## config.mk

```make
export PLATFORM = sky130hd
export DESIGN_NAME = seg7_display_scan
export DESIGN_NICKNAME = d
export VERILOG_FILES = /design/src/rtl/seg7_display_scan.sv
export SDC_FILE = /design/constraint.sdc
export NUM_CORES = 1
export LEC_CHECK = 0
export ABC_AREA = 1
export CORE_ASPECT_RATIO = 1.1
export CORE_MARGIN = 5
export CORE_UTILIZATION = 55
export DETAILED_ROUTE_END_ITERATION = 16
export GPL_TIMING_DRIVEN = 0
export PLACE_DENSITY = 0.81
export SLEW_MARGIN = 15
export SYNTH_ARGS = -nofsm -noshare
export SYNTH_HDL_FRONTEND = slang
export SYNTH_SLANG_ARGS = --single-unit
```

## constraint.sdc

```tcl
create_clock -name clk_100mhz -period 4.45 [get_ports clk_100mhz]
set_clock_uncertainty 0.05 [all_clocks]
set_input_delay 0.6675 -clock clk_100mhz [delete_from_list [all_inputs] [get_ports clk_100mhz]]
set_output_delay 0.6675 -clock clk_100mhz [all_outputs]
set_load 0.1 [all_outputs]
```

## src/rtl/seg7_display_scan.sv

```systemverilog
// Time-multiplexed hex seven-segment driver. Scans one digit per TICKS_PER_DIGIT
// scan ticks and swaps in newly loaded values only at frame boundaries.
module seg7_display_scan #(
  parameter int DIGITS          = 8,
  parameter int TICKS_PER_DIGIT = 1,
  parameter int ACTIVE_LOW      = 1
) (
  input  logic                clk_100mhz,
  input  logic                rst,
  input  logic                scan_tick,
  input  logic [4*DIGITS-1:0] value_in,
  input  logic [DIGITS-1:0]   dp_in,
  input  logic                value_load,
  input  logic                blank_lead,
  output logic [DIGITS-1:0]   an_out,
  output logic [6:0]          seg_out,
  output logic                dp_out,
  output logic                frame_done,
  output logic                pending
);

  localparam int              IDXW       = $clog2(DIGITS);
  localparam bit              INV        = (ACTIVE_LOW != 0);
  localparam logic [7:0]      DWELL_LAST = 8'(TICKS_PER_DIGIT - 1);
  localparam logic [IDXW-1:0] IDX_LAST   = IDXW'(DIGITS - 1);
  localparam logic [DIGITS-1:0] AN_OFF   = {DIGITS{INV}};
  localparam logic [6:0]      SEG_OFF    = {7{INV}};

  logic [7:0]          dwell_q, dwell_d;
  logic [IDXW-1:0]     idx_q, idx_d;
  logic [4*DIGITS-1:0] shadowVal_q, shadowVal_d;
  logic [DIGITS-1:0]   shadowDp_q, shadowDp_d;
  logic [4*DIGITS-1:0] dispVal_q, dispVal_d;
  logic [DIGITS-1:0]   dispDp_q, dispDp_d;
  logic                pending_q, pending_d;
  logic                frameDone_q, frameDone_d;
  logic [DIGITS-1:0]   an_q, an_d;
  logic [6:0]          seg_q, seg_d;
  logic                dp_q, dp_d;

  logic                tickLast;
  logic                wrap;
  logic [DIGITS-1:0]   zeroAbove;
  logic [3:0]          curNibble;
  logic                curBlank;
  logic [DIGITS-1:0]   anHigh;

  function automatic logic [6:0] hexToSeg(input logic [3:0] nib);
    case (nib)
      4'h0:    hexToSeg = 7'h3F;
      4'h1:    hexToSeg = 7'h06;
      4'h2:    hexToSeg = 7'h5B;
      4'h3:    hexToSeg = 7'h4F;
      4'h4:    hexToSeg = 7'h66;
      4'h5:    hexToSeg = 7'h6D;
      4'h6:    hexToSeg = 7'h7D;
      4'h7:    hexToSeg = 7'h07;
      4'h8:    hexToSeg = 7'h7F;
      4'h9:    hexToSeg = 7'h6F;
      4'hA:    hexToSeg = 7'h77;
      4'hB:    hexToSeg = 7'h7C;
      4'hC:    hexToSeg = 7'h39;
      4'hD:    hexToSeg = 7'h5E;
      4'hE:    hexToSeg = 7'h79;
      default: hexToSeg = 7'h71;
    endcase
  endfunction

  assign tickLast = scan_tick && (dwell_q == DWELL_LAST);
  assign wrap     = tickLast && (idx_q == IDX_LAST);

  // zeroAbove[k] is set when every nibble from k up to the top digit is zero
  always_comb begin
    zeroAbove = '0;
    for (int k = 0; k < DIGITS; k++) begin
      zeroAbove[k] = ((dispVal_q >> (4 * k)) == '0);
    end
  end

  always_comb begin
    curNibble = dispVal_q[{idx_q, 2'b00} +: 4];
    curBlank  = blank_lead && (idx_q != '0) && zeroAbove[idx_q];
    anHigh    = '0;
    anHigh[idx_q] = 1'b1;
  end

  always_comb begin
    dwell_d     = dwell_q;
    idx_d       = idx_q;
    shadowVal_d = shadowVal_q;
    shadowDp_d  = shadowDp_q;
    dispVal_d   = dispVal_q;
    dispDp_d    = dispDp_q;
    pending_d   = pending_q;
    frameDone_d = wrap;

    if (scan_tick) begin
      if (tickLast) begin
        dwell_d = '0;
        idx_d   = wrap ? '0 : idx_q + 1'b1;
      end else begin
        dwell_d = dwell_q + 8'd1;
      end
    end

    // A load on the wrap cycle bypasses the shadow and commits straight away
    if (wrap) begin
      pending_d = 1'b0;
      if (value_load) begin
        dispVal_d = value_in;
        dispDp_d  = dp_in;
      end else if (pending_q) begin
        dispVal_d = shadowVal_q;
        dispDp_d  = shadowDp_q;
      end
    end else if (value_load) begin
      shadowVal_d = value_in;
      shadowDp_d  = dp_in;
      pending_d   = 1'b1;
    end

    an_d  = INV ? ~anHigh : anHigh;
    seg_d = curBlank ? SEG_OFF : (INV ? ~hexToSeg(curNibble) : hexToSeg(curNibble));
    dp_d  = INV ? ~dispDp_q[idx_q] : dispDp_q[idx_q];
  end

  always_ff @(posedge clk_100mhz or posedge rst) begin
    if (rst) begin
      dwell_q     <= '0;
      idx_q       <= '0;
      shadowVal_q <= '0;
      shadowDp_q  <= '0;
      dispVal_q   <= '0;
      dispDp_q    <= '0;
      pending_q   <= 1'b0;
      frameDone_q <= 1'b0;
      an_q        <= AN_OFF;
      seg_q       <= SEG_OFF;
      dp_q        <= INV;
    end else begin
      dwell_q     <= dwell_d;
      idx_q       <= idx_d;
      shadowVal_q <= shadowVal_d;
      shadowDp_q  <= shadowDp_d;
      dispVal_q   <= dispVal_d;
      dispDp_q    <= dispDp_d;
      pending_q   <= pending_d;
      frameDone_q <= frameDone_d;
      an_q        <= an_d;
      seg_q       <= seg_d;
      dp_q        <= dp_d;
    end
  end

  assign an_out     = an_q;
  assign seg_out    = seg_q;
  assign dp_out     = dp_q;
  assign frame_done = frameDone_q;
  assign pending    = pending_q;

endmodule
```

[Yosys cells after proc, flatten, opt, wreduce, memory -nomap -nowiden]
Memory sizes are Yosys's and may differ from the RTL's.
Index checks and enable logic that the tools add are counted.
Operators by class
  add/subtract/negate cells: 2
  $lt $le $gt $ge: 2
  equal/unequal tests: 1
  shift-type cells: 1
  mux-type cells: 15
  bitwise operators: 4
  reduce and logical (&&, ||, !) cells: 20
Operator list (number)
  logical NOT 32 bit: 8
  two-way mux 32 bit: 2
  indexed part select 32 x 6 -> 4 bit: 1
  two-way mux 8 bit: 3
  adder 8 x 1 -> 8 bit (second input constant): 1
  logical NOT 8 bit: 1
  inverter 8 bit: 1
  two-way mux 7 bit: 1
  inverter 7 bit: 1
  binary-select mux 1 bit (select 3 bit): 2
  AND reduction 2 bit: 3
  logical AND 1 bit: 5
  two-way mux 1 bit: 5
  < comparator 3 x 4 -> 1 bit (second input constant): 1
  nonzero test 2 bit: 2
  adder 3 x 1 -> 3 bit (second input constant): 1
  demux 1 bit (select 3 bit): 1
  == test 3 bit (second input constant): 1
  greater-or-equal comparator 3 x 1 -> 1 bit (second input constant): 1
  two-way mux 3 bit: 1
  nonzero test 3 bit: 1
  inverter 1 bit: 2
Word-level totals
  flip-flop bits (word level): 109
  bits in read-only memories: 112
  bits of input ports: 45
  output and inout bits: 18
  word-level logic and storage cells: 57
  memories kept: 1
Memory list
  (no name shown): words 16, width 7, rd ports 1, clocked after Yosys merged registers in 0, wr ports 0, RTL line 49  | case (nib)

[Logic depth before layout (Yosys ltp)]
  depth after elaboration: 5
  depth in mapped cells: 14
  mapped depth without buffers: 12

[Least setup slack after synthesis]
Ideal clock, no wire load.
  kind: register to register
  start point: register pending_q, in the netlist pending
  end point: register dispVal_q[5]
  arrival time: 1.705 ns
  slack: 2.576 ns
  stages on the path, launching flop included: 6
  path through: dfrtp_1 nor2_1 nor2_4 buf_8 buf_6 o21ai_2
Between the ends
  longest elaborated chain between the ends: 2
Ends and longest elaborated chain
  from (decl): RTL line 35  | logic pending_q, pending_d;
  from (signal assigned): RTL line 147  | pending_q <= pending_d;
  nonzero test 2 bit (no source line)
  AND reduction 2 bit (no source line)
  to (signal assigned): RTL line 145  | dispVal_q <= dispVal_d;
  to (decl): RTL line 33  | logic [4*DIGITS-1:0] dispVal_q, dispVal_d;
No other way between the ends.
A chain may end at the register's enable or synchronous reset.

[Worst setup path after layout]
  start point: register an_q[7], in the netlist an_out[7]
  end point: output port an_out[7]
RTL lines
  from (decl): RTL line 37  | logic [DIGITS-1:0] an_q, an_d;
  from (signal assigned): RTL line 149  | an_q <= an_d;
  to (decl): RTL line 15  | output logic [DIGITS-1:0] an_out,
No word-level cell between the ends.

==> impl_metrics.yaml <==
run_status:
  status: "finished, final reports clean"
layout:
  drive_gt1_share_pct: 10.37
  nets: 841
  final_cell_area_sq_um: 6546
  final_cell_mix: "nand2_1 (190), inv_1 (103), dfrtp_1 (93)"
  mostFrequentLayoutCell: "nand2_1"
  syn_to_final_growth_pct: 17.60
  multiInputGateArea_sq_um: 2216
  fillers: 843
  regArea_sq_um: 2748
  antennaDiodeCount: 0
  post-route-util_pct: 66.19
routing:
  first_iter_violations: 258
  wl_per_cell_um: 14.53
  viasPerCell: 5.262
  ant_nets: 0
  finalWirelength_mm: 13.24
  dr.pass1.iters: 4
  via_count: 4794
  route.detailed.drc: 0
clock_network:
  cts_resized: 0
  cts_setup_buffers: 0
  clk_pin_slew_ns: 0.10
  clock-root-buffer: "clkbuf_8"
  cts_hold_buf: 0
  clkLatencyLatePin_ns: 0.38
  numCtsBuffers: 9
  clk_path_buf_depth: 2
  cts_tree: "done"
  cts_sinks: 109
  htree_levels: 3
floorplanning:
  die_area_sq_um: 12240
  ioPinCount: 63
  die_x_um: 105.9
  die_h_um: 115.5
  start_util_pct: 56.29
  core.rowCount: 38
  core_sq_um: 9889
pwr:
  sw_frac_of_total_pct: 45.40
  p_seq_share_pct: 38.2
  p_leak_nw: 3.158
  internal_power_w: 0.001851
  comb_power_share_pct: 45.2
  powerDensity_nw_per_um2: 517.9
  ir_drop_v: 0.0003728
  p_sw_w: 0.001539
  pwr-share-clk_pct: 16.6
worst_setup_path:
  path_cells: "clkdlybuf4s50_1"
  crit_family: "buffers and inverters"
  critical_path.max_stage_delay_ns: 1.12
  worst_ep_arrival_time_ns: 2.05
  crit_required_ns: 3.73
  path_max_fanout: 1
  path_class: "register to primary output"
  worst_setup_path_start_kind: "register"
  path_buf_inv: 1
  worstSetupEndpointType: "primary output"
  cpMaxStageDelayCell: "clkdlybuf4s50_1"
global_routing:
  grt_pass1_wl_mm: 22.83
  grt_usage_pct: 23.19
  grt_antenna_before_repair: 0
  grt-ovfl-total: 0
  grt_pass1_vias: 4915
  grt_max_degree: 70
timing:
  rsz0062_at_grt: "false"
  slew-limit-headroom_pct: 34.97
  setup_slack_ns: 1.680
  hold_viol: 0
  worst_slew_pin_slew_ns: 0.9723
  whs_ns: 0.4490
  fin_crit_sh_pct: 62.25
  min_period_ns: 2.770
  drv_slew: 0
  setup_viol: 0
  timing.fmax_ghz: 0.3610
yosys:
  synth_edf_count: 0
  yosys-top-cells-area: "dfrtp_1 (42%), nand2_1 (13%), dfstp_2 (7.6%)"
  synth.avg_cell_area_sq_um: 7.818
  synth-seq-cells: 109
  synthXorXnorAreaFrac_pct: 0.4720
  synth_area_sq_um: 5567
  yosys.area.top_type_share_pct: 41.81
  synth_cells: 712
  yosys_warnings: 0
  synthSimpleGateAreaFrac_pct: 23.89
  yosysTopAreaCell: "dfrtp_1"
  async_reset_ff_share_pct: 100.0
  synth-compound-area-share_pct: 13.19
  synth_fp_nets: 767
  synthAdderAreaFrac_pct: 2.248
  muxShareOfSynthArea_pct: 0
  ys_seq_area_share_pct: 49.36
  synth_top_family_by_area: "simple AND/OR/NAND/NOR gates"
  ys.flop_type: "dfrtp_1"
  yosysUniqueCellTypes: 34
hold_path:
  hp-class: "register to register"
placed_design:
  place_ws_ns: 1.817
  dp_hpwl_mm: 10.09
  placed_cell_area_sq_um: 6370
  port_buffers: 62
  routabilityCongestion: 0.9422
flow_run:
  drv_cap: 0
sequential cells by signal, indices dropped and copies added (netlist names):
| name | cells |
|---|---|
| shadowDp_q | 8 |
| dispDp_q | 8 |
| seg_out | 7 |
| dispVal_q | 32 |
| dwell_q | 8 |
| pending | 1 |
| frame_done | 1 |
| idx_q | 3 |
| dp_out | 1 |
| shadowVal_q | 32 |
| an_out | 8 |
cell families after synthesis:
logic type / count (synthesis)
DFF: 109
buffers and inverters: 138
adders and majority gates: 10
and+or+nand+nor: 318
xor gates and xnor gates: 3
AOI/OAI and AO/OA: 134
Yosys cell counts, types with 2 or more instances:
| library cell | number |
|---|---|
| a21oi_1 | 43 |
| o21ai_0 | 69 |
| clkbuf_1 | 9 |
| nand3_1 | 41 |
| nor2_2 | 3 |
| buf_6 | 2 |
| buf_1 | 2 |
| nand4_1 | 3 |
| o21ai_1 | 3 |
| buf_8 | 3 |
| dfrtp_1 | 93 |
| buf_2 | 13 |
| nand2_1 | 190 |
| ha_1 | 10 |
| dfstp_2 | 16 |
| nor3_1 | 3 |
| inv_2 | 3 |
| nand2_2 | 3 |
| o21ai_2 | 15 |
| nor2_1 | 69 |
| inv_1 | 104 |
| xor2_1 | 3 |
worst paths after layout:
check                      slack (ns)  cells past startpoint               to       startpoint
hold reg to reg                  0.45                      2  shadowVal_q[28]  shadowVal_q[28]
setup / recovery                 1.68                      1        an_out[7]        an_out[7]
hold / removal                   0.45                      2  shadowVal_q[28]  shadowVal_q[28]
min in group asynchronous        0.61                      2         idx_q[2]              rst
setup reg to reg                 2.19                     13       seg_out[5]         idx_q[0]
max in group asynchronous        3.10                      3   shadowVal_q[5]              rst
metal layers:
layer / wire length (um) / vias up / GRT usage (%) / share of wire (%)
li1: - / 2364 / - / -
met1: 5764 / 2287 / 28.46 / 44
met2: 6616 / 113 / 40.69 / 50
met3: 532 / 30 / 4.568 / 4.0
met4: 322 / 0 / 9.067 / 2.4
met5: 0 / - / 0 / 0
per-stage QoR:
stage               setup TNS (ns)  std cells  total power, W
finish                           0        911        0.003390
CTS                              0        911        0.003399
detailed placement               0        895        0.002841
floorplan                        0        712        0.002457
global route                     0        911        0.003606
global placement            -51.26        894        0.002784
final cells by class:
type | instances | share of cell area (%)
clock buffer | 11 | 2.160
tap | 120 | 2.294
timing repair buffer | 63 | 9.901
multi-input combinational | 465 | 33.85
sequential | 109 | 41.97
buffer | 31 | 3.077
clock inverter | 5 | 0.5352
inverter | 107 | 6.212
power by group through the flow:
stage                     Clock (W)  Sequential, W  Combinational (W)
final                      0.000562        0.00130            0.00153
after global routing       0.000614        0.00132            0.00168
after CTS                  0.000573        0.00130            0.00153
after detailed placement          0        0.00131            0.00153
after global placement            0        0.00130            0.00148
after floorplan                   0        0.00173           0.000728
No activity file was read; power rests on OpenSTA's default activity.
